--- src/rtl/regfile_write_arbiter.sv ---
// regfile_write_arbiter
// Round-robin arbiter sharing the register file's single write port among four
// requesters with a valid/ready handshake, plus a 32-cycle bulk clear sequencer.
// The register file gates its clock with RegWrite, so the rf_* outputs come from
// falling-edge flops and stay constant while clk is high.
module regfile_write_arbiter #(
    parameter int DATA_W  = 32,
    parameter int ADDR_W  = 5,
    parameter bit ZERO_R0 = 1'b1
) (
    input  logic                  clk,
    input  logic                  reset,
    input  logic [3:0]            req_valid,
    input  logic [4*ADDR_W-1:0]   req_addr,
    input  logic [4*DATA_W-1:0]   req_data,
    output logic [3:0]            req_ready,
    input  logic                  clear_start,
    output logic                  clear_busy,
    output logic                  rf_write,
    output logic [ADDR_W-1:0]     rf_addr,
    output logic [DATA_W-1:0]     rf_data,
    output logic [1:0]            grant_id,
    output logic [7:0]            drop_cnt
);

    typedef enum logic [0:0] {
        ST_ARB   = 1'b0,
        ST_CLEAR = 1'b1
    } state_t;

    state_t              state_r;
    logic [1:0]          rr_ptr_r;
    logic [ADDR_W-1:0]   clr_cnt_r;
    logic                stage_wr_r;
    logic [ADDR_W-1:0]   stage_addr_r;
    logic [DATA_W-1:0]   stage_data_r;
    logic [7:0]          drop_cnt_r;

    logic [1:0]          winner_s;
    logic                arb_open_s;
    logic [ADDR_W-1:0]   win_addr_s;
    logic [DATA_W-1:0]   win_data_s;
    logic                win_zero_s;

    // First asserted requester found when scanning upward from ptr, wrapping 3->0.
    function automatic logic [1:0] rr_pick(input logic [3:0] valid, input logic [1:0] ptr);
        logic [1:0] pick;
        logic [1:0] idx;
        logic       found;
        pick  = ptr;
        found = 1'b0;
        for (int k = 0; k < 4; k++) begin
            idx = ptr + 2'(k);
            if (!found && valid[idx]) begin
                pick  = idx;
                found = 1'b1;
            end
        end
        return pick;
    endfunction

    // Combinational grant: one-hot ready toward the winner while arbitrating; held low in reset.
    always_comb begin
        winner_s   = rr_pick(req_valid, rr_ptr_r);
        arb_open_s = reset && (state_r == ST_ARB) && !clear_start && (|req_valid);
        win_addr_s = req_addr[int'(winner_s)*ADDR_W +: ADDR_W];
        win_data_s = req_data[int'(winner_s)*DATA_W +: DATA_W];
        win_zero_s = ZERO_R0 && (win_addr_s == {ADDR_W{1'b0}});
        if (arb_open_s) begin
            req_ready = 4'b0001 << winner_s;
            grant_id  = winner_s;
        end else begin
            req_ready = 4'b0000;
            grant_id  = 2'd0;
        end
    end

    // Arbitration / clear FSM and the write stage register.
    always_ff @(posedge clk or negedge reset) begin
        if (!reset) begin
            state_r      <= ST_ARB;
            rr_ptr_r     <= 2'd0;
            clr_cnt_r    <= {ADDR_W{1'b0}};
            stage_wr_r   <= 1'b0;
            stage_addr_r <= {ADDR_W{1'b0}};
            stage_data_r <= {DATA_W{1'b0}};
            drop_cnt_r   <= 8'd0;
        end else begin
            case (state_r)
                ST_ARB: begin
                    if (clear_start) begin
                        // Clear wins over any simultaneous request; arbitration restarts at 0.
                        state_r    <= ST_CLEAR;
                        clr_cnt_r  <= {ADDR_W{1'b0}};
                        rr_ptr_r   <= 2'd0;
                        stage_wr_r <= 1'b0;
                    end else if (|req_valid) begin
                        stage_addr_r <= win_addr_s;
                        stage_data_r <= win_data_s;
                        stage_wr_r   <= !win_zero_s;
                        rr_ptr_r     <= winner_s + 2'd1;
                        if (win_zero_s && (drop_cnt_r != 8'hFF)) begin
                            drop_cnt_r <= drop_cnt_r + 8'd1;
                        end else begin
                            drop_cnt_r <= drop_cnt_r;
                        end
                    end else begin
                        stage_wr_r <= 1'b0;
                    end
                end
                ST_CLEAR: begin
                    // r0 suppression during clear is silent: drop_cnt is untouched.
                    stage_addr_r <= clr_cnt_r;
                    stage_data_r <= {DATA_W{1'b0}};
                    stage_wr_r   <= !(ZERO_R0 && (clr_cnt_r == {ADDR_W{1'b0}}));
                    clr_cnt_r    <= clr_cnt_r + {{(ADDR_W-1){1'b0}}, 1'b1};
                    if (clr_cnt_r == {ADDR_W{1'b1}}) begin
                        state_r <= ST_ARB;
                    end else begin
                        state_r <= ST_CLEAR;
                    end
                end
                default: begin
                    state_r    <= ST_ARB;
                    stage_wr_r <= 1'b0;
                end
            endcase
        end
    end

    // Falling-edge output flops so RegWrite never moves while clk is high.
    always_ff @(negedge clk or negedge reset) begin
        if (!reset) begin
            rf_write <= 1'b0;
            rf_addr  <= {ADDR_W{1'b0}};
            rf_data  <= {DATA_W{1'b0}};
        end else begin
            rf_write <= stage_wr_r;
            rf_addr  <= stage_addr_r;
            rf_data  <= stage_data_r;
        end
    end

    assign clear_busy = (state_r == ST_CLEAR);
    assign drop_cnt   = drop_cnt_r;

endmodule

--- config.mk ---
export PLATFORM = sky130hd
export DESIGN_NAME = regfile_write_arbiter
export DESIGN_NICKNAME = d
export VERILOG_FILES = /design/src/rtl/regfile_write_arbiter.sv
export SDC_FILE = /design/constraint.sdc
export NUM_CORES = 1
export LEC_CHECK = 0
export BUFFER_PORTS_ARGS = -buffer_cell sky130_fd_sc_hd__buf_2
export CAP_MARGIN = 20
export CORE_MARGIN = 3
export CORE_UTILIZATION = 46
export DETAILED_ROUTE_END_ITERATION = 8
export PLACE_DENSITY = 0.8
export SYNTH_ARGS = -nofsm -noshare
export SYNTH_HDL_FRONTEND = slang
export SYNTH_SLANG_ARGS = --single-unit
--- constraint.sdc ---
create_clock -name clk -period 3.05 [get_ports clk]
set_input_delay 0.305 -clock clk [delete_from_list [all_inputs] [get_ports clk]]
set_output_delay 0.305 -clock clk [all_outputs]
set_load 0.05 [all_outputs]
After elaboration in Yosys (flattened, before gate mapping)
Index checks and enable logic that the tools add are counted.
Widths: inputs -> output; s select.
Storage, ports and cells
  register bits after elaboration: 92
  input bits: 155
  output and inout port bits: 53
  logic and storage cells: 83
Operators by class
  $add $sub $neg: 6
  $mul: 1
  order comparisons: 4
  eq/ne operators: 5
  shift-type cells: 3
  muxes and demuxes: 32
  bitwise operators: 2
  reductions and logical operators: 20
Operator list (number)
  $shiftx 128x8->32: 1
  $mux 32: 2
  $pmux 32 s2: 1
  $pmux 5 s2: 2
  $shiftx 20x6->5: 1
  $mux 5: 3
  $lt 2x3->1 const B: 4
  $mux 2: 6
  $mux 1: 11
  $logic_not 5->1: 2
  $add 8x1->8 const B: 1
  $bmux 1 s2: 4
  $ne 8x8->1 const B: 1
  $logic_and 1x1->1: 7
  $logic_not 1->1: 6
  $add 5x1->5 const B: 1
  $eq 5x5->1 const B: 1
  $mul 2x3->5 const B: 1
  $add 2x1->2 const B: 2
  $add 2x2->2 const B: 2
  $mux 4: 1
  $ne 2x2->1 const B: 2
  $pmux 1 s2: 2
  $reduce_and 2->1: 2
  6 further kinds: 7

Logic depth before layout (Yosys ltp)
Gate-level depths: netlist of run 1.
  depth after elaboration: 19
  mapped depth: 8

==> results of run 1 <==
## area by class of cell
cell class	count	area share
Sequential cell	92	0.403
Multi-Input combinational cell	168	0.323
Timing Repair Buffer	223	0.207
Tap cell	108	0.0236
Clock buffer	9	0.0217
Clock inverter	7	0.0173
Inverter	7	0.00459
## synth_stat cells (3+ instances only)
master / count / share of area
buf_4: 3 / 0.0053
dfrtn_1: 38 / 0.22
dfrtp_1: 54 / 0.32
o21ai_0: 5 / 0.0059
nand3_1: 5 / 0.0059
xnor2_1: 7 / 0.014
mux4_2: 35 / 0.19
nor2b_1: 6 / 0.0088
nand4_1: 6 / 0.0088
a21o_1: 3 / 0.0053
buf_2: 3 / 0.0035
nor2_1: 10 / 0.0088
a21oi_1: 5 / 0.0059
and3_1: 8 / 0.012
inv_1: 7 / 0.0062
ha_1: 8 / 0.024
clkbuf_1: 10 / 0.0088
mux2i_1: 3 / 0.0071
a22o_1: 35 / 0.072
nand2_1: 10 / 0.0088
## placed cells by master (no fill, tap or decap), types with 8 or more instances in the layout
master / instances
mux4_2: 35
nor2_1: 9
nand2_1: 10
and3_1: 8
dfrtn_1: 38
clkbuf_8: 9
a22o_1: 35
buf_2: 206
ha_1: 8
buf_4: 14
dfrtp_1: 54
## sequential cells by signal, indices dropped and copies added (netlist names)
name and flops:
stage_wr_r 1, clr_cnt_r 5, rf_addr 5, clear_busy 1
rf_write 1, rr_ptr_r 2, rf_data 32, stage_addr_r 5
drop_cnt 8, stage_data_r 32
## report_power, final
group          internal [W]  switching, W
registers           0.00140      0.000114
clock network      0.000466      0.000422
logic              0.000666      0.000826
## path summary, 6_finish.rpt
kind / start / end / slack [ns]
setup reg to reg: rr_ptr_r[1] / drop_cnt[1] / 0.35
hold / removal: clear_start / clr_cnt_r[1] / 0.23
setup / recovery: rf_data[30] / rf_data[30] / 0.23
max in group asynchronous: reset / rf_data[19] / 0.82
hold reg to reg: stage_data_r[25] / stage_data_r[25] / 0.51
min in group asynchronous: reset / stage_addr_r[3] / 0.46
## timing repair
| action | 4_1_cts | 5_1_grt |
|---|---|---|
| buffers inserted | 0 | 3 |
| endpoints found under the setup margin | 0 | 1 |
| hold endpoints to repair | 54 | 0 |
| hold buffers | 1 | 0 |
## through the flow
stage | instance area (um^2) | util
after floorplan | 4250 | -
after global placement | 5460 | 0.618
after detailed placement | 5460 | 0.618
after CTS | 5700 | 0.644
after global routing | 5720 | 0.646
final | 5720 | 0.646
## metal layers
layer	global-route usage	up-vias	share of wire
met5	0	-	0
met4	0.0646	0	0.011
met3	0.0341	10	0.056
met2	0.386	141	0.55
met1	0.249	1668	0.39
li1	-	1537	-
## logic make-up after synthesis
logic type      count (synthesis)  share of synthesized area
compound gates                 56                      0.109
xor+xnor                        8                     0.0165
fa+ha+maj                       8                     0.0235
buf+inv                        24                     0.0265
flops                          92                      0.541
mux                            41                      0.208
simple gates                   55                     0.0756
==> summary.md, run 1 <==
| Metric | Value |
|---|---|
| Final Instance Count excl. Fillers | 614 |
| Synth warn | 0 |
| Net count of the mapped netlist | 447 |
| Via/cell ratio | 5.47 |
| Weighted congestion reported at the end of routability-driven placement | 0.801 |
| Area of the die | 0.0104 mm^2 |
| Clock tree from TritonCTS | yes |
| Required time of the critical path | 2.74 ns |
| Aggregate routed wire length | 10.9 mm |
| Run status | finished, final reports clean |
| Number of CTS-inserted buffers | 9 |
| All-Layer GR Usage | 0.209 |
| Worst voltage drop across the vdd grid | 0.389 mV |
| Logic depth of the worst path, buffers included | 1 |
| Min-Delay Path Depth | 2 |
| Overflow after GRT | 0 |
| Final hold violations | 0 |
| Actual slew at the worst max-slew pin | 0.733 ns |
| Nets@finish | 664 |
| Pin count of the biggest net entering global routing | 63 |
| Footprint of the flip-flops and latches | 0.00230 mm^2 |
| Drt drc | 0 |
| First-pass GRT wire length | 16.8 mm |
| Total power density per cell area | 681 mW/mm^2 |
| Setup TNS | 0 ns |
| Cell family with the largest share of critical-path delay | flip-flops |
| ANT cells | 0 |
| Top FF cell, synth | dfrtp_1 |
| Total number of H-tree levels | 3 |
| Area Growth Syn to Fin | 34.4% |
| Cell at the root of the clock tree | clkbuf_8 |
| Clock transition at the registers of the reported paths | 0.09 ns |
| Cell count of the worst reg-to-reg path | 8 |
| Die X | 102 um |
| Worst path max stage delay | 0.40 ns |
| Antenna Violating Nets Remaining | 0 |
| Max Fanout on Critical Path | 1 |
| IO Count | 208 |
| Pre-CTS setup slack | 0.317 ns |
| Multi-input gate area in the final layout | 0.00185 mm^2 |
| Netlist Area Pre-Place | 0.00425 mm^2 |
| Placed wire-length estimate after detailed placement | 8.60 mm |
| Final setup skew | 0.0189 ns |
| Number of setup violations in the final report | 0 |
| Core Rows | 34 |
| Fraction of final layout cells sized beyond drive strength 1 | 0.565 |
| Vertical die dimension | 102 um |
| Max-slew headroom | 0.509 |
| Worst hold-check slack | 0.227 ns |
| Overall power consumption | 0.00389 W |
| Cells traversed along the worst timing path | buf_2 |
| Number of global-route vias before repair | 3473 |
| Gates resized, CTS repair | 0 |
| Setup crit end kind | output pin |
| Unrepaired setup endpoints after global routing | false |
| Routed via count | 3356 |
| Per-cell routed wire length | 17.7 um |
| Class of the tightest hold or removal check | input pin to flop |
| Kind of launch point of the worst setup path | flop |
| Seq cells post-synth | 92 |
| Clock latency of the later-clocked register in the worst-skew pair | 0.34 ns |
| Post-Synthesis Mean Instance Area | 15.0 um^2 |
| Number of antenna violations at the first check in global routing | 0 |
| Share of the yosys chip area belonging to registers | 0.541 |
| Filler Cell Count | 713 |
| Syn Inst Count | 284 |
| Buffers on Ports | 207 |
| Leakage | 2.98 nW |
| Initial core utilization | 0.481 |
| Critical path class | flop to output pin |
| Cell with the largest stage delay on the worst path | dfrtn_1 |
| Number of enable flip-flop cells after synthesis | 0 |
| Fraction of registers with async set/reset | 1.00 |
| Final slew viol count | 0 |
| Iteration-0 DRC count of the detailed router | 84 |
| Total clock sinks | 92 |
| Number of buffer and inverter stages on the critical path | 1 |
| # Max-Cap Violations | 0 |
| Maximum number of buffers from clock root to sink | 2 |
| Arrival time of the worst setup path | 2.51 ns |
| Post-Place Cells | 594 |
| Area of the core | 0.00885 mm^2 |
| Number of optimization iterations in the first detailed-route pass | 4 |
| Post-synth cell types | 40 |
| Setup slack after layout | 0.233 ns |
(Power assumes the default switching activity.)
==> run 2: changes to the inputs <==
Settings changed: ABC_AREA set to 1, CORE_UTILIZATION 46 to 48.
==> run 2 against run 1 <==
Critical path depth rose by 13. Die area grew 9.2%. Setup slack worse by 0.087 ns. First-iteration DRC count rose to 6.2 times the previous value. Flip-flop and latch count unchanged. Largest cell class unchanged. Routed wire length up 39%. Critical endpoint is now grant_id[1]. Final cell count up 56%. Largest power group is now combinational cells. Sequential power rose by 7%. Combinational power grew to 3.4 times the previous value. Register-to-register slack improved by 0.13 ns. Highest routed layer unchanged. Count of clock-buffer cells in the layout is 1 higher.
==> summary.md, run 2 <==
| Metric | Value |
|---|---|
| Critical path class | flop to output pin |
| Number of global-route vias before repair | 5007 |
| Synth warn | 0 |
| Post-synth cell types | 35 |
| Antenna Violating Nets Remaining | 0 |
| Most used cell along the critical path | nand2_1 |
| Period utilization | 0.952 |
| Top layer used by detailed routing | met4 |
| Post-Place Cells | 936 |
| Vertical die dimension | 107 um |
| Number of optimization iterations in the first detailed-route pass | 5 |
| Arrival time of the worst setup path | 2.60 ns |
| M1 wire length | 5.94 mm |
| All-Layer GR Usage | 0.263 |
| Detailed route wirelength on metal2 | 7.35 mm |
| Die X | 107 um |
| Kind of launch point of the worst setup path | flop |
| Top post-synthesis cells by count | 200 x nand2_1, 74 x nor2_1, 68 x o21ai_0 |
| Commonest cells after routing, fill and taps aside | 202 x buf_2, 200 x nand2_1, 72 x nor2_1 |
| Final slew viol count | 0 |
| Largest area contributor in the netlist | dfrtp_1 |
| Top FF cell, synth | dfrtp_1 |
| Class of the tightest hold or removal check | input pin to flop |
| Via/cell ratio | 5.33 |
| Seq cells post-synth | 92 |
| Total power density per cell area | 1190 mW/mm^2 |
| Cell at the root of the clock tree | clkbuf_8 |
| Cell with the largest stage delay on the worst path | dfrtp_2 |
| Max-slew headroom | 0.514 |
| # Max-Cap Violations | 0 |
| Drt drc | 0 |
| Area Growth Syn to Fin | 30.2% |
| Area of the die | 0.0114 mm^2 |
| Core Rows | 36 |
| Actual slew at the worst max-slew pin | 0.725 ns |
| Number of enable flip-flop cells after synthesis | 0 |
| Share of the yosys chip area belonging to registers | 0.472 |
| Maximum number of buffers from clock root to sink | 2 |
| Pin count of the biggest net entering global routing | 45 |
| Per-cell routed wire length | 15.8 um |
| Total number of H-tree levels | 3 |
| Setup TNS | 0 ns |
| Run status | finished, final reports clean |
| Clock transition at the registers of the reported paths | 0.10 ns |
| Worst path max stage delay | 0.47 ns |
| Clock latency of the later-clocked register in the worst-skew pair | 0.36 ns |
| Nets@finish | 984 |
| Leakage | 3.54 nW |
| Clock tree from TritonCTS | yes |
| Area of the core | 0.00982 mm^2 |
| Overflow after GRT | 0 |
| Net count of the mapped netlist | 778 |
| IO Count | 208 |
| Maximum clock frequency | 344 MHz |
| Buffers on Ports | 207 |
| Syn Inst Count | 615 |
| Post-Synthesis Mean Instance Area | 7.93 um^2 |
| Cells traversed along the worst timing path | clkbuf_2, nand2_1, nand2_1, nand2_1, nand2_1, nor2_2, nand3_4, nand2_2, nand2_2, nand2_8, inv_8, buf_4, nor2_1, buf_6 |
| Number of CTS-inserted buffers | 9 |
| Netlist Area Pre-Place | 0.00488 mm^2 |
| Worst voltage drop across the vdd grid | 0.696 mV |
| Routed via count | 5119 |
| Final hold violations | 0 |
| Fraction of final layout cells sized beyond drive strength 1 | 0.335 |
| Setup crit end kind | output pin |
| Number of antenna violations at the first check in global routing | 1 |
| Max Fanout on Critical Path | 21 |
| Weighted congestion reported at the end of routability-driven placement | 0.916 |
| Detail Route met3 WL | 1.25 mm |
| Overall power consumption | 0.00758 W |
| Iteration-0 DRC count of the detailed router | 523 |
| Final period demand of the worst path | 2.90 ns |
| First-pass GRT wire length | 23.7 mm |
| Top-count cell post-synth | nand2_1 |
| Aggregate routed wire length | 15.1 mm |
| Most common cell after layout, fill and taps aside | buf_2 |
| Total clock sinks | 92 |
| Fraction of registers with async set/reset | 1.00 |
| Placed wire-length estimate after detailed placement | 11.5 mm |
| Most area-consuming cells after synthesis | dfrtp_1 28%, dfrtn_1 20%, nand2_1 15%, o21ai_0 7.0%, nor2_1 5.7% |
| Area share of the largest cell type after synthesis | 0.277 |
| Number of setup violations in the final report | 0 |
| Final setup skew | 0.0201 ns |
| Initial core utilization | 0.497 |
| Required time of the critical path | 2.74 ns |
| Final Instance Count excl. Fillers | 960 |
[run 2: layer usage]
| metal | global-route usage | up-vias |
|---|---|---|
| met4 | 0.125 | 0 |
| li1 | - | 2435 |
| met3 | 0.0470 | 45 |
| met5 | 0 | - |
| met1 | 0.320 | 2382 |
| met2 | 0.452 | 257 |
[run 2: where the power goes]
group | switching [W] | internal, W | total (W)
Clock | 0.000461 | 0.000445 | 0.000906
Combinational | 0.00346 | 0.00161 | 0.00506
Sequential | 0.000155 | 0.00145 | 0.00161
Total | 0.00407 | 0.00350 | 0.00758
[run 2: kinds of logic after synthesis]
logic type | synth area share
adders and majority gates | 0.0205
xor gates and xnor gates | 0.0126
DFF | 0.472
buffers and inverters | 0.0624
AOI/OAI and AO/OA | 0.135
and+or+nand+nor | 0.298
[run 2: worst paths after layout]
kind | end | slack [ns] | startpoint | cells past startpoint
setup / recovery | grant_id[1] | 0.15 | rr_ptr_r[0] | 14
hold / removal | clear_busy | 0.24 | clear_start | 3
setup reg to reg | stage_data_r[3] | 0.48 | rr_ptr_r[0] | 15
hold reg to reg | stage_data_r[30] | 0.49 | stage_data_r[30] | 2
max in group asynchronous | rf_data[1] | 0.64 | reset | 3
min in group asynchronous | stage_data_r[9] | 0.38 | reset | 2
[run 2: critical path: cells and delay by family, from the launching register on]
kind | cells | cell delay, ns
simple gates | 10 | 1.09
buf+inv | 4 | 0.66
flops | 1 | 0.47
[run 2: cell type report]
| cell class | count | area [um^2] |
|---|---|---|
| timing repair buffer | 229 | 1240 |
| tap | 133 | 166 |
| fill | 851 | 3470 |
| clock buffer | 10 | 149 |
| multi-input combinational | 462 | 2300 |
| antenna | 1 | 2.50 |
| inverter | 27 | 114 |
| clock inverter | 6 | 75.1 |
| sequential | 92 | 2300 |
[run 2: per-stage QoR]
stage / worst slack, ns / hold WS, ns / utilization / area [um^2]
4_1_cts: 0.0281 / 0.223 / 0.639 / 6270
3_3_place_gp: 0.336 / 0.223 / 0.613 / 6020
2_1_floorplan: 0.248 / 0.00941 / - / 4880
3_5_place_dp: 0.207 / 0.221 / 0.613 / 6020
5_1_grt: -0.00836 / 0.282 / 0.647 / 6350
6_report: 0.146 / 0.243 / 0.647 / 6350
[run 2: timing repair]
item / 4_1_cts / 5_1_grt
endpoints found under the setup margin: 5 / 5
gates resized for setup: 7 / 9
hold buffers: 1 / 0
hold endpoints to repair: 8 / 0
setup buffers: 0 / 6
pin swaps: 0 / 1
==> run 3: changes to the inputs <==
Settings changed: ABC_AREA 1 to not set, CORE_UTILIZATION 48 to 39, CTS_CLUSTER_SIZE set to 16, PLACE_DENSITY 0.8 to 0.7.
==> run 3 against run 2 <==
Global-route usage shrank 7.3 points. Final cell count decreased by 33%. Fmax rose by 2.6%. Power decreased by 49%. Sequential share of layout area increased by 3.8 points. Clock power shrank 3.4%. Critical path depth shrank 6. First-iteration DRC count down 73%. Non-clock buffer count is 9 lower. Design area is 9.6% lower. Via count decreased by 34%. Largest power group unchanged.
==> summary.md, run 3 (synthesis gave the netlist of run 1 again) <==
| Metric | Value |
|---|---|
| Run status | finished, final reports clean |
| Vertical die dimension | 110 um |
| Via/cell ratio | 5.32 |
| Final Instance Count excl. Fillers | 640 |
| Number of antenna violations at the first check in global routing | 1 |
| Area of all placed cells without fillers | 0.00574 mm^2 |
| Per-cell routed wire length | 17.8 um |
| Maximum clock frequency | 353 MHz |
| Final standard cell utilization of the core | 0.549 |
| R2r endpoint | drop_cnt[1] |
| Post-Place Cells | 622 |
| Drt drc | 0 |
| Cell count of the worst reg-to-reg path | 7 |
| Worst voltage drop across the vdd grid | 0.383 mV |
| Number of global-route vias before repair | 3569 |
| Area of the die | 0.0122 mm^2 |
| Final setup skew | 0.0194 ns |
| Clock latency of the later-clocked register in the worst-skew pair | 0.34 ns |
| All-Layer GR Usage | 0.190 |
| Arrival time of the worst setup path | 2.52 ns |
| Antenna Violating Nets Remaining | 0 |
| Commonest cells after routing, fill and taps aside | 206 x buf_2, 54 x dfrtp_1, 38 x dfrtn_1 |
| Actual slew at the worst max-slew pin | 0.758 ns |
| Overflow after GRT | 0 |
| Max-slew headroom | 0.493 |
| Kind of launch point of the worst setup path | flop |
| Leakage | 2.97 nW |
| Slack of the worst reg-to-reg path | 0.25 ns |
| Final slew viol count | 0 |
| Buffers on Ports | 207 |
| IO Count | 208 |
| Area Growth Syn to Fin | 34.9% |
| First-pass GRT wire length | 18.6 mm |
| Final hold violations | 0 |
| Clock tree from TritonCTS | yes |
| Core Rows | 37 |
| Filler Cell Count | 919 |
| Nets@finish | 661 |
| Max Fanout on Critical Path | 20 |
| Period utilization | 0.928 |
| Iteration-0 DRC count of the detailed router | 141 |
| Hold path endpoint | clr_cnt_r[1] |
| Clock transition at the registers of the reported paths | 0.09 ns |
| Number of post-CTS setup repair buffers | 0 |
| Worst reg2reg startpoint | rr_ptr_r[1] |
| Setup TNS | 0 ns |
| Weighted congestion reported at the end of routability-driven placement | 0.913 |
| Number of setup violations in the final report | 0 |
| Cell at the root of the clock tree | clkbuf_8 |
| Launch instance of the worst min-delay path | clear_start |
| Routed via count | 3402 |
| Number of CTS-inserted buffers | 9 |
| Unrepaired setup endpoints after global routing | false |
| # Max-Cap Violations | 0 |
| Class of the tightest hold or removal check | input pin to flop |
| Min-Delay Path Depth | 2 |
| Aggregate routed wire length | 11.4 mm |
| Number of optimization iterations in the first detailed-route pass | 4 |
| Total number of H-tree levels | 3 |
| Final period demand of the worst path | 2.83 ns |
| Placed inst area | 0.00550 mm^2 |
| Fraction of final layout cells sized beyond drive strength 1 | 0.563 |
| Pin count of the biggest net entering global routing | 51 |
| Critical path class | flop to output pin |
| Maximum number of buffers from clock root to sink | 2 |
| Area of the core | 0.0105 mm^2 |
| Most common cell after layout, fill and taps aside | buf_2 |
| Setup crit end kind | output pin |
| Required time of the critical path | 2.74 ns |
| Initial core utilization | 0.407 |
| Placed wire-length estimate after detailed placement | 8.87 mm |
| Die X | 110 um |
| Total clock sinks | 92 |
| Total power density per cell area | 677 mW/mm^2 |
## run 3: changes by cell type in the layout (fill, tap and decap cells not counted), moves of 5 or more
cell | previous run | this run
nand2_1 | 200 | 10
nor2_1 | 72 | 9
o21ai_0 | 68 | 5
mux4_2 | 0 | 35
a22o_1 | 1 | 35
o22ai_1 | 34 | 1
nand3_1 | 21 | 5
inv_1 | 21 | 7
nand2_2 | 10 | 0
buf_4 | 20 | 11
and3_1 | 0 | 8
o21ai_1 | 8 | 0
nor2b_1 | 0 | 6
a21oi_1 | 0 | 5
## run 3: per-stage QoR
stage               total power (W)  hold WS [ns]  worst slack [ns]
global placement            0.00299         0.149             0.278
global route                0.00412         0.206            0.0204
floorplan                   0.00261       0.00941             0.569
detailed placement          0.00304         0.149             0.179
finish                      0.00389         0.203             0.220
CTS                         0.00393         0.185            0.0975
## run 3: power breakdown
part	total, W	internal (W)	switching (W)
combinational	0.00151	0.000659	0.000848
clock	0.000875	0.000451	0.000424
sequential	0.00150	0.00140	0.000105
## run 3: worst max path at each step
| stage | endpoint | slack (ns) | startpoint |
|---|---|---|---|
| after detailed placement | drop_cnt[1] | 0.18 | req_valid[0] |
| after floorplan | rf_addr[0] | 0.57 | rf_addr[0] |
| after global placement | drop_cnt[1] | 0.28 | req_valid[0] |
| after CTS | req_ready[0] | 0.1 | rr_ptr_r[1] |
| after global routing | req_ready[0] | 0.02 | rr_ptr_r[1] |
| final | req_ready[0] | 0.22 | rr_ptr_r[1] |
## run 3: worst max-delay path, cell delays in order, from the launching register on
cell and delay (ns):
dfrtp_1 0.47, and2b_2 0.26, o21bai_1 0.16, o211a_4 0.29, buf_4 0.32, inv_1 0.10, ha_1 0.20, and3_1 0.16
buf_2 0.21
## run 3: layout make-up
cell class / instances / area, um^2 / area share
tap: 136 / 170 / 0.0296
sequential: 92 / 2300 / 0.401
inverter: 7 / 26.3 / 0.00458
multi-input combinational: 168 / 1850 / 0.323
clock inverter: 4 / 55.1 / 0.00959
timing repair buffer: 220 / 1160 / 0.203
clock buffer: 12 / 165 / 0.0288
antenna: 1 / 2.50 / 0.000436
## run 3: repair_timing
action	4_1_cts	5_1_grt
hold buffers	1	0
hold endpoints to repair	5	0
resized for setup	0	1
setup endpoints to repair	0	4
## run 3: per-layer routing
layer / global-route usage / part of all wire
met5: 0 / 0
met4: 0.0649 / 0.015
met3: 0.0493 / 0.065
met2: 0.325 / 0.52
met1: 0.235 / 0.40
